--- src/rtl/ram16x16_write_scheduler.sv ---
// Write-side scheduler for the 16x16 bitmap RAM: buffers host writes
// and drains them or bulk-clears the RAM only outside the visible rows.
module ram16x16_write_scheduler #(
    parameter int FIFO_DEPTH = 4,
    parameter int ROWS       = 16
) (
    input  logic        vga_clk,
    input  logic        rst,
    input  logic        Ready_Sig,
    input  logic [11:0] Row_Addr_Sig,
    input  logic        wr_req,
    input  logic [3:0]  wr_row,
    input  logic [15:0] wr_data,
    output logic        wr_ack,
    input  logic        clr_req,
    output logic        clr_done,
    output logic        busy,
    output logic [2:0]  fifo_count,
    output logic        ram_we,
    output logic [3:0]  ram_waddr,
    output logic [15:0] ram_wdata
);

    localparam int PW = (FIFO_DEPTH > 1) ? $clog2(FIFO_DEPTH) : 1;

    typedef enum logic [1:0] {
        IDLE  = 2'd0,
        DRAIN = 2'd1,
        CLEAR = 2'd2
    } state_t;

    state_t         state_q, state_d;
    logic [19:0]    mem_q [FIFO_DEPTH];
    logic [19:0]    mem_d [FIFO_DEPTH];
    logic [PW-1:0]  rd_ptr_q, rd_ptr_d;
    logic [PW-1:0]  wr_ptr_q, wr_ptr_d;
    logic [2:0]     count_q, count_d;
    logic [3:0]     cnt_q, cnt_d;
    logic           win_q, win_d;
    logic           ram_we_q, ram_we_d;
    logic [3:0]     ram_waddr_q, ram_waddr_d;
    logic [15:0]    ram_wdata_q, ram_wdata_d;
    logic           clr_done_q, clr_done_d;
    logic           full;
    logic           push;
    logic           pop;

    assign full       = (count_q == 3'(FIFO_DEPTH));
    assign wr_ack     = wr_req && !full && (state_q != CLEAR) && !clr_req;
    assign busy       = (state_q != IDLE);
    assign fifo_count = count_q;
    assign ram_we     = ram_we_q;
    assign ram_waddr  = ram_waddr_q;
    assign ram_wdata  = ram_wdata_q;
    assign clr_done   = clr_done_q;

    // Write window: open whenever the display is not on a bitmap row.
    always_comb begin
        win_d = !(Ready_Sig && (Row_Addr_Sig < 12'(ROWS)));
    end

    // Next state, FIFO bookkeeping and the registered RAM write port.
    always_comb begin
        state_d     = state_q;
        mem_d       = mem_q;
        rd_ptr_d    = rd_ptr_q;
        wr_ptr_d    = wr_ptr_q;
        count_d     = count_q;
        cnt_d       = cnt_q;
        ram_we_d    = 1'b0;
        ram_waddr_d = ram_waddr_q;
        ram_wdata_d = ram_wdata_q;
        clr_done_d  = 1'b0;
        push        = wr_ack;
        pop         = 1'b0;
        case (state_q)
            CLEAR: begin
                // Stay one extra cycle so busy drops after clr_done.
                if (clr_done_q) begin
                    state_d = IDLE;
                end else if (win_q) begin
                    ram_we_d    = 1'b1;
                    ram_waddr_d = cnt_q;
                    ram_wdata_d = 16'h0000;
                    cnt_d       = cnt_q + 4'd1;
                    if (cnt_q == 4'(ROWS - 1)) begin
                        clr_done_d = 1'b1;
                    end
                end
            end
            IDLE, DRAIN: begin
                if (clr_req) begin
                    state_d  = CLEAR;
                    rd_ptr_d = '0;
                    wr_ptr_d = '0;
                    count_d  = 3'd0;
                    cnt_d    = 4'd0;
                end else begin
                    pop = win_q && (count_q != 3'd0);
                    if (pop) begin
                        ram_we_d    = 1'b1;
                        ram_waddr_d = mem_q[rd_ptr_q][19:16];
                        ram_wdata_d = mem_q[rd_ptr_q][15:0];
                        rd_ptr_d    = rd_ptr_q + PW'(1);
                    end
                    if (push) begin
                        mem_d[wr_ptr_q] = {wr_row, wr_data};
                        wr_ptr_d        = wr_ptr_q + PW'(1);
                    end
                    count_d = count_q + 3'(push) - 3'(pop);
                    state_d = (count_d != 3'd0) ? DRAIN : IDLE;
                end
            end
            default: state_d = IDLE;
        endcase
    end

    // State and datapath registers, cleared asynchronously.
    always_ff @(posedge vga_clk or posedge rst) begin
        if (rst) begin
            state_q     <= IDLE;
            for (int i = 0; i < FIFO_DEPTH; i++) begin
                mem_q[i] <= '0;
            end
            rd_ptr_q    <= '0;
            wr_ptr_q    <= '0;
            count_q     <= 3'd0;
            cnt_q       <= 4'd0;
            win_q       <= 1'b0;
            ram_we_q    <= 1'b0;
            ram_waddr_q <= 4'd0;
            ram_wdata_q <= 16'h0000;
            clr_done_q  <= 1'b0;
        end else begin
            state_q     <= state_d;
            mem_q       <= mem_d;
            rd_ptr_q    <= rd_ptr_d;
            wr_ptr_q    <= wr_ptr_d;
            count_q     <= count_d;
            cnt_q       <= cnt_d;
            win_q       <= win_d;
            ram_we_q    <= ram_we_d;
            ram_waddr_q <= ram_waddr_d;
            ram_wdata_q <= ram_wdata_d;
            clr_done_q  <= clr_done_d;
        end
    end

endmodule

--- config.mk ---
export PLATFORM = sky130hd
export DESIGN_NAME = ram16x16_write_scheduler
export DESIGN_NICKNAME = d
export VERILOG_FILES = /design/src/rtl/ram16x16_write_scheduler.sv
export SDC_FILE = /design/constraint.sdc
export NUM_CORES = 1
export LEC_CHECK = 0
export CAP_MARGIN = 20
export CORE_MARGIN = 3
export CORE_UTILIZATION = 33
export CTS_CLUSTER_SIZE = 30
export DETAILED_ROUTE_END_ITERATION = 8
export PLACE_DENSITY = 0.58
export SKIP_LAST_GASP = 1
export SYNTH_ARGS = -nofsm -noshare
export SYNTH_HDL_FRONTEND = slang
export SYNTH_SLANG_ARGS = --single-unit
--- constraint.sdc ---
create_clock -name vga_clk -period 10.8 [get_ports vga_clk]
set_input_delay 1.62 -clock vga_clk [delete_from_list [all_inputs] [get_ports vga_clk]]
set_output_delay 1.62 -clock vga_clk [all_outputs]
set_load 0.03 [all_outputs]
==> run_results.csv <==
group,metric,value,unit
run_status,status,"complete, no violations",
pwr,swShare,31.4,%
sta,period_share,45.6,%
finish,nFillCells,1368,
logic_synthesis,synth-async-reset-ratio,100,%
critical_path,cp-end-kind,"output pin",
critical_path,startpoint_type,"input port",
logic_synthesis,synth_flop_cell,"dfrtp_1",
sta,clock_skew,7.85,ps
critical_path,worst_ep_required_time,9180,ps
clocking,cts_setup_buffers,0,
sta,setup_tns,0,ps
sta,fin_crit,4920,ps
run,max_cap_viol_count,0,
logic_synthesis,yosysWarnings,0,
pwr,p_seq_share,36.2,%
placement,portBuffers,59,
pwr,finalPower,2020,uW
critical_path,worst-setup-path-type,"in -> out",
clocking,path_clk_slew,50,ps
pwr,power_density,300,nW/um^2
hold_path,hold_path.class,"reg -> reg",
clocking,cts.htree.levels,4,
floorplanning,dieArea,17700,um^2
clocking,clock-sinks,116,
logic_synthesis,synth_fp_nets,428,
clocking,clock_path_buffers,2,
floorplanning,coreArea,15500,um^2
critical_path,critPathMaxFanout,7,
finish,synthToLayoutAreaGrowth,26.5,%
logic_synthesis,synth-edff-count,0,
clocking,cts_tree,"yes",
clocking,clk_latency,410,ps
grt,antenna_found_initial,0,
logic_synthesis,synthCells,384,
clocking,cts-hold-fix-buffers,0,
critical_path,arrival,3300,ps
grt,overflow,0,
detailed_routing,dr.pass1.iters,4,
pwr,p_int,1380,uW
finish,most-common-layout-cells,"115 x dfrtp_1, 101 x mux2_2, 59 x clkdlybuf4s50_1",
sta,relSlewSlack,33.4,%
finish,final_common_cell,"dfrtp_1",
grt,grt_pass1_vias,3630,
finish,final_net_count,489,
finish,drive_above_1_share,32.1,%
detailed_routing,ant_nets,0,
floorplanning,die-width,133,um
floorplanning,rows,45,
detailed_routing,drcViolationCount,0,
logic_synthesis,synth.cell_area,5320,um^2
logic_synthesis,postSynthAreaPerCell,13.8,um^2
finish,diodes,0,
sta,hold_viol,0,
grt,grt_pass1_wl,19.0,mm
detailed_routing,avgViaCountPerCell,5.02,
pwr,p_leak,0.00295,uW
clocking,root_buffer,"clkbuf_16",
pwr,clkPwrFrac,29.9,%
sta,timing.fmax,203,MHz
floorplanning,fp.dieH,133,um
pwr,switchingPower,634,uW
logic_synthesis,synth.distinct_cells,48,
logic_synthesis,synth-seq-area-share,54.6,%
placement,place_area,6080,um^2
pwr,vdd_drop_max,0.000124,V
detailed_routing,num_vias,3356,
detailed_routing,finalWirelength,11.4,mm
logic_synthesis,yosys_register_bits,116,
grt,grt_max_degree,79,
sta,setup_violations,0,
finish,final_area,6730,um^2
clocking,cts_buffers,17,
placement,gp_congestion,0.711,
sta,tightest_slew,989,ps
grt,grt_use_total,13.8,%
detailed_routing,avgRoutedWirePerCell,17.1,um
sta,rsz0062_at_grt,"false",
finish,final_core_utilization,43.5,%
pwr,pwr-share-comb,33.9,%
detailed_routing,drt-initial-drc-count,205,
floorplanning,initial_core_util,34.3,%
placement,dp_hpwl,7.18,mm
sta,slew_violations,0,
floorplanning,io_pins,64,
clocking,ctsResizeCount,0,
==> critical path, cell delays in order <==
cell             delay [ps]
clkdlybuf4s50_1         590
and2_1                  200
and3_1                  210
clkdlybuf4s50_1         680
==> registers in the layout, summed over array words and instances, names as in the netlist, 2 cells and up <==
signal,cells
wr_ptr_q,2
rd_ptr_q,2
state_q,2
ram_wdata,16
cnt_q,4
ram_waddr,4
mem_q,80
fifo_count,3
==> layer usage <==
layer	vias up	share of wire, %	global-route usage (%)
met2	59	50	22.7
met4	0	1.3	5.83
met5	-	0	0
li1	1546	-	-
met1	1737	45	16.8
met3	14	4.3	4.14
==> cell usage after synthesis, types with 2 or more instances <==
cell type  number  area [um^2]
clkbuf_1       10         37.5
dfrtp_1       116         2900
nor3_1          3         15.0
inv_1           9         33.8
mux2i_1        32          320
nand2b_1        3         18.8
a22o_1          2         17.5
nor2b_1         6         37.5
nor2_1          2         7.51
o211ai_1        2         15.0
and2_1          2         12.5
nand4_1         7         43.8
mux2_2        101         1140
nor4_1          2         12.5
buf_2           3         15.0
mux2_1          2         22.5
o311ai_0        2         17.5
nand3_1         2         10.0
a211oi_1        2         15.0
buf_6           3         33.8
nand2_1         5         18.8
buf_4           8         60.1
o31ai_1         6         45.0
and3b_1         2         17.5
or2_2           2         12.5
o41ai_1         4         35.0
o21ai_0         2         10.0
o22ai_1        19          119
ha_1            6         75.1
==> path summary, 6_finish.rpt <==
path / cells after the start / end / from / slack [ps]
min: 1 / mem_q[47] / mem_q[47] / 500
max reg2reg: 9 / state_q[0] / fifo_count[1] / 8160
min in group asynchronous: 2 / mem_q[45] / rst / 1590
max in group asynchronous: 3 / rd_ptr_q[1] / rst / 7820
max: 4 / wr_ack / wr_req / 5880
min reg2reg: 1 / mem_q[47] / mem_q[47] / 500
==> power by group through the flow <==
stage / combinational [uW] / sequential, uW / clock (uW)
final: 684 / 730 / 603
after detailed placement: 697 / 738 / 0
after global routing: 748 / 757 / 639
after floorplan: 509 / 736 / 0
after CTS: 699 / 731 / 616
after global placement: 675 / 725 / 0
==> cell type report <==
class | instances | area (um^2) | share of cell area, %
clock buffers | 23 | 498 | 7.40
well taps | 211 | 264 | 3.92
repair buffers | 66 | 643 | 9.56
flip-flops and latches | 116 | 2900 | 43.2
clock inverters | 9 | 148 | 2.19
inverters | 9 | 36.3 | 0.539
multi-input cells | 235 | 2230 | 33.2
==> logic make-up (layout without fill, tap and decap cells) <==
| kind of cell | Yosys count | after routing | synth area share (%) |
|---|---|---|---|
| xor+xnor | 2 | 2 | 0.329 |
| mux | 136 | 136 | 28.1 |
| flops | 116 | 116 | 54.6 |
| simple gates | 44 | 44 | 5.25 |
| buf+inv | 33 | 107 | 3.39 |
| fa+ha+maj | 7 | 7 | 1.79 |
| compound gates | 46 | 46 | 6.54 |
==> stage by stage <==
step / hold WS, ps / setup WS [ps] / std cells
finish: 499 / 5880 / 669
global route: 518 / 5750 / 669
CTS: 504 / 5860 / 669
detailed placement: 492 / 5860 / 637
global placement: 481 / 5890 / 637
floorplan: 471 / 6110 / 384
No activity file was read; power rests on OpenSTA's default activity.
